==> src/rtl/pll_lock_sequencer.sv <==
// Brings up the fabric PLL and supervises it: holds RESETB, qualifies lock, releases the
// fabric reset after stable lock, retries on failure and latches a fault when retries run out.
`timescale 1ns / 1ps

module pll_lock_sequencer #(
  parameter int unsigned RESET_HOLD    = 16,
  parameter int unsigned LOCK_TIMEOUT  = 1000,
  parameter int unsigned STABLE_CYCLES = 256,
  parameter int unsigned MAX_RETRIES   = 3
) (
  input  logic       clock,
  input  logic       reset_n,
  input  logic       pll_locked,
  input  logic       relock_req,
  output logic       pll_resetb,
  output logic       sys_reset_n,
  output logic       ready,
  output logic       fault,
  output logic [7:0] retry_count,
  output logic [7:0] lock_loss_count,
  output logic [2:0] state
);

  localparam int unsigned MaxA     = (RESET_HOLD > LOCK_TIMEOUT) ? RESET_HOLD : LOCK_TIMEOUT;
  localparam int unsigned MaxParam = (MaxA > STABLE_CYCLES) ? MaxA : STABLE_CYCLES;
  localparam int unsigned CntW     = $clog2(MaxParam + 1);

  localparam logic [CntW-1:0] HoldLast   = CntW'(RESET_HOLD - 1);
  localparam logic [CntW-1:0] TimeoutLast = CntW'(LOCK_TIMEOUT - 1);
  localparam logic [CntW-1:0] StableLast = CntW'(STABLE_CYCLES - 1);

  typedef enum logic [2:0] {
    StResetPll  = 3'd0,
    StWaitLock  = 3'd1,
    StStabilize = 3'd2,
    StRun       = 3'd3,
    StFault     = 3'd4
  } state_e;

  state_e          state_q, state_d;
  logic [CntW-1:0] cnt_q, cnt_d;
  logic [7:0]      retry_q, retry_d;
  logic [7:0]      loss_q, loss_d;
  logic            sync1_q, lock_s;
  logic            pll_resetb_q, sys_reset_n_q, ready_q, fault_q;
  logic            attempt_fail;

  // Two-flop synchronizer; pll_locked is asynchronous to the reference clock.
  always_ff @(posedge clock) begin
    if (!reset_n) begin
      sync1_q <= 1'b0;
      lock_s  <= 1'b0;
    end else begin
      sync1_q <= pll_locked;
      lock_s  <= sync1_q;
    end
  end

  always_comb begin
    state_d      = state_q;
    retry_d      = retry_q;
    loss_d       = loss_q;
    attempt_fail = 1'b0;

    unique case (state_q)
      StResetPll: begin
        if (cnt_q == HoldLast) state_d = StWaitLock;
      end
      StWaitLock: begin
        if (lock_s) state_d = StStabilize;
        else if (cnt_q == TimeoutLast) attempt_fail = 1'b1;
      end
      StStabilize: begin
        if (!lock_s) begin
          attempt_fail = 1'b1;
        end else if (cnt_q == StableLast) begin
          state_d = StRun;
          retry_d = 8'd0;
        end
      end
      StRun: begin
        if (!lock_s) begin
          state_d = StResetPll;
          retry_d = 8'd0;
          if (loss_q != 8'hff) loss_d = loss_q + 8'd1;
        end
      end
      StFault: ;
      default: state_d = StResetPll;
    endcase

    if (attempt_fail) begin
      if (32'(retry_q) < MAX_RETRIES) begin
        state_d = StResetPll;
        if (retry_q != 8'hff) retry_d = retry_q + 8'd1;
      end else begin
        state_d = StFault;
      end
    end

    // Host restart overrides everything decided above, including a coincident lock loss.
    if (relock_req) begin
      state_d = StResetPll;
      retry_d = 8'd0;
      loss_d  = loss_q;
    end

    if (relock_req || (state_d != state_q)) begin
      cnt_d = '0;
    end else if (state_q inside {StResetPll, StWaitLock, StStabilize}) begin
      cnt_d = cnt_q + 1'b1;
    end else begin
      cnt_d = cnt_q;
    end
  end

  // Outputs are decoded from the next state so they move on the entering edge.
  always_ff @(posedge clock) begin
    if (!reset_n) begin
      state_q       <= StResetPll;
      cnt_q         <= '0;
      retry_q       <= 8'd0;
      loss_q        <= 8'd0;
      pll_resetb_q  <= 1'b0;
      sys_reset_n_q <= 1'b0;
      ready_q       <= 1'b0;
      fault_q       <= 1'b0;
    end else begin
      state_q       <= state_d;
      cnt_q         <= cnt_d;
      retry_q       <= retry_d;
      loss_q        <= loss_d;
      pll_resetb_q  <= !((state_d == StResetPll) || (state_d == StFault));
      sys_reset_n_q <= (state_d == StRun);
      ready_q       <= (state_d == StRun);
      fault_q       <= (state_d == StFault);
    end
  end

  assign pll_resetb      = pll_resetb_q;
  assign sys_reset_n     = sys_reset_n_q;
  assign ready           = ready_q;
  assign fault           = fault_q;
  assign retry_count     = retry_q;
  assign lock_loss_count = loss_q;
  assign state           = state_q;

endmodule

==> config.mk <==
export PLATFORM = sky130hd
export DESIGN_NAME = pll_lock_sequencer
export DESIGN_NICKNAME = d
export VERILOG_FILES = /design/src/rtl/pll_lock_sequencer.sv
export SDC_FILE = /design/constraint.sdc
export NUM_CORES = 1
export LEC_CHECK = 0
export CORE_MARGIN = 1.5
export CORE_UTILIZATION = 59
export CTS_BUF_LIST = sky130_fd_sc_hd__clkbuf_8
export CTS_CLUSTER_DIAMETER = 60
export DETAILED_ROUTE_END_ITERATION = 10
export GPL_ROUTABILITY_DRIVEN = 0
export PLACE_DENSITY = 0.87
export SYNTH_ARGS = -nofsm -noshare
export SYNTH_HDL_FRONTEND = slang
export SYNTH_SLANG_ARGS = --single-unit
==> constraint.sdc <==
create_clock -name clock -period 5.4 [get_ports clock]
set_clock_uncertainty 0.15 [all_clocks]
set_input_delay 1.08 -clock clock [delete_from_list [all_inputs] [get_ports clock]]
set_output_delay 1.08 -clock clock [all_outputs]
set_load 0.02 [all_outputs]
==> metrics.cfg <==
[power_and_ir_drop]
p_leak_uw = 0.000709
peakVddDrop_v = 0.000229
cellPowerDensity_nw_per_um2 = 217

[setup_path]
max_stage_delay_ps = 900
path_delay_family = simple AND/OR/NAND/NOR gates
slowest_stage = nor3_1
critPathMaxFanout = 10
critPathCaptureType = register
cp.required_ps = 5460
worstSetupStartpointType = primary input
cp.arrival_ps = 2940
cp_cell_sequence = clkdlybuf4s50_1, nand2b_1, nor3_1, nand2_1, mux2i_1
cp_num_buf_inv = 1
critPathKind = in2reg

[logic_synthesis]
avgSynthCellArea_um2 = 9.06
synth_warnings = 0
async_flop_share = 0
synth_fp_nets = 193
yosysSeqAreaShare = 0.404
synth_edf_count = 0
syn_area_um2 = 1690
yosys.cell_types.count = 41
synth_seq_cells = 34
ys.flop_type = dfxtp_1
synthCells = 186

[floorplanning]
die-area_um2 = 3190
core_area_um2 = 2730
initial_core_util = 0.616
die_h_um = 56.4
die_x_um = 56.4
rows = 19
pin_count = 27

[timing]
layout_setup_ws_ps = 2520
finalMaxSlewViolations = 0
tightest_slew_ps = 1120
finalCriticalPeriod_ps = 2880
max_freq_ghz = 0.347
tns_ps = 0
final-setup-viol-count = 0
post-route-period-util = 0.534
final_hold_viol_count = 0
relSlewSlack = 0.249
grt_setup_unrepaired = no

[grt]
grt_first_pass_wirelength_mm = 5.84
antenna_found_initial = 0
track_usage = 0.238
grt_max_degree = 13
grt_pass1_vias = 1316
grt_overflow_total = 0

[route]
ant_nets = 0
drt-total-wl_mm = 3.45
drt_iter0_drc = 41
dr.pass1.iters = 6
avgRoutedWirePerCell_um = 14.3
route.detailed.drc = 0
routed_via_density = 5.75
via_count = 1392

[placement]
portBuffers = 26
dp_hpwl_mm = 2.41
pre_cts_ws_ps = 2270

[job]
maxCapViolCount = 0

[status]
status = completed

[cts]
clockRootBuffer = clkbuf_8
clock_sinks = 34
cts_buffer_depth = 2
cts_hold_buf = 0
htree_levels = 2
cts_buffers = 5
post_cts_buffers = 0
cts_tree = yes
ctsResizeCount = 0
clkSlewWorstSetupHoldPaths_ps = 60
clk_latency_ps = 290

[layout]
antenna_cells = 0
fillers = 221
drive_gt1_frac = 0.0758
syn_to_final_growth_pct = 18.6
final_nets = 218

[min_path]
hp-class = reg2reg

## final timing paths
check	start	slack [ps]	cells after the start	end
worst max-delay path	relock_req	2520	5	cnt_q[1]
worst min-delay path	sync1_q	290	1	lock_s
worst max register to register	cnt_q[4]	3070	5	cnt_q[1]
worst min register to register	sync1_q	290	1	lock_s
## registers in the layout, summed over array words and instances (netlist names)
register and count:
ready 1, pll_resetb 1, fault 1, lock_s 1
retry_count 8, sync1_q 1, state 3, lock_loss_count 8
cnt_q 10
## logic make-up (layout without fill, tap and decap cells)
kind of cell,Yosys count,in the layout,synth area share
XOR/XNOR,17,17,0.0883
AO/OA/AOI/OAI,13,13,0.0534
AND/OR/NAND/NOR,97,97,0.319
multiplexers,12,12,0.0720
buffers and inverters,10,35,0.0408
flip-flops,34,34,0.404
adder cells (fa/ha/maj),3,3,0.0223
## report_power, final
group	leakage, uW	total [uW]	internal, uW	switching [uW]
Sequential	0.000274	254	252	1.48
Clock	0.0000466	168	84.8	83.4
Combinational	0.000388	12.2	5.31	6.89
## final cells by class
| class | count | area [um^2] | share of cell area |
|---|---|---|---|
| multi-input cells | 142 | 936 | 0.468 |
| well taps | 31 | 38.8 | 0.0194 |
| repair buffers | 26 | 260 | 0.130 |
| clock inverters | 2 | 7.51 | 0.00375 |
| clock buffers | 5 | 68.8 | 0.0344 |
| inverters | 2 | 7.51 | 0.00375 |
| flip-flops and latches | 34 | 681 | 0.340 |
## synthesized netlist by cell type (2+ instances only)
library cell,instances,area (um^2)
buf_6,2,22.5
dfxtp_1,34,681
nor2_1,11,41.3
xnor2_1,10,87.6
nand4_1,10,62.6
and2_1,9,56.3
and3_1,6,37.5
buf_4,4,30.0
and4_1,3,26.3
or3_1,3,18.8
nor2b_1,3,18.8
ha_1,3,37.5
or2_2,2,12.5
nand2b_1,4,25.0
xor2_1,7,61.3
a21oi_1,5,25.0
nor3_1,5,25.0
o31ai_1,3,22.5
mux2i_1,11,110
nand3_1,4,20.0
nor4_1,2,12.5
nand2_1,26,97.6
## metal layers
layer,wire (um),track usage,part of all wire,vias up
met4,38,0.0782,0.011,0
li1,-,-,-,696
met1,1640,0.303,0.47,654
met5,0,0,0,-
met2,1630,0.375,0.47,37
met3,149,0.0829,0.043,5
## placed cells by master, fill, tap and decap left out, types with 5 or more instances in the layout
master	count
nor2_1	11
clkdlybuf4s50_1	26
nand4_1	10
and3_1	6
nand2_1	26
and2_1	9
mux2i_1	11
a21oi_1	5
xnor2_1	10
nor3_1	5
dfxtp_1	34
xor2_1	7
clkbuf_8	5
## worst register-to-register path, stage by stage, from the launching register on
cell,delay (ps)
dfxtp_1,390
or4_4,580
nor3_2,100
or3_1,140
nor3b_2,630
mux2i_1,260
## stage by stage
step | instances | power [uW] | instance area (um^2) | hold slack, ps | utilization
3_3_place_gp | 235 | 271 | 1920 | 264 | 0.703
2_1_floorplan | 186 | 266 | 1690 | 262 | -
3_5_place_dp | 235 | 271 | 1920 | 277 | 0.703
6_report | 242 | 434 | 2000 | 291 | 0.731
5_1_grt | 242 | 450 | 2000 | 301 | 0.731
4_1_cts | 242 | 438 | 2000 | 294 | 0.731
No activity file was read; power rests on OpenSTA's default activity.
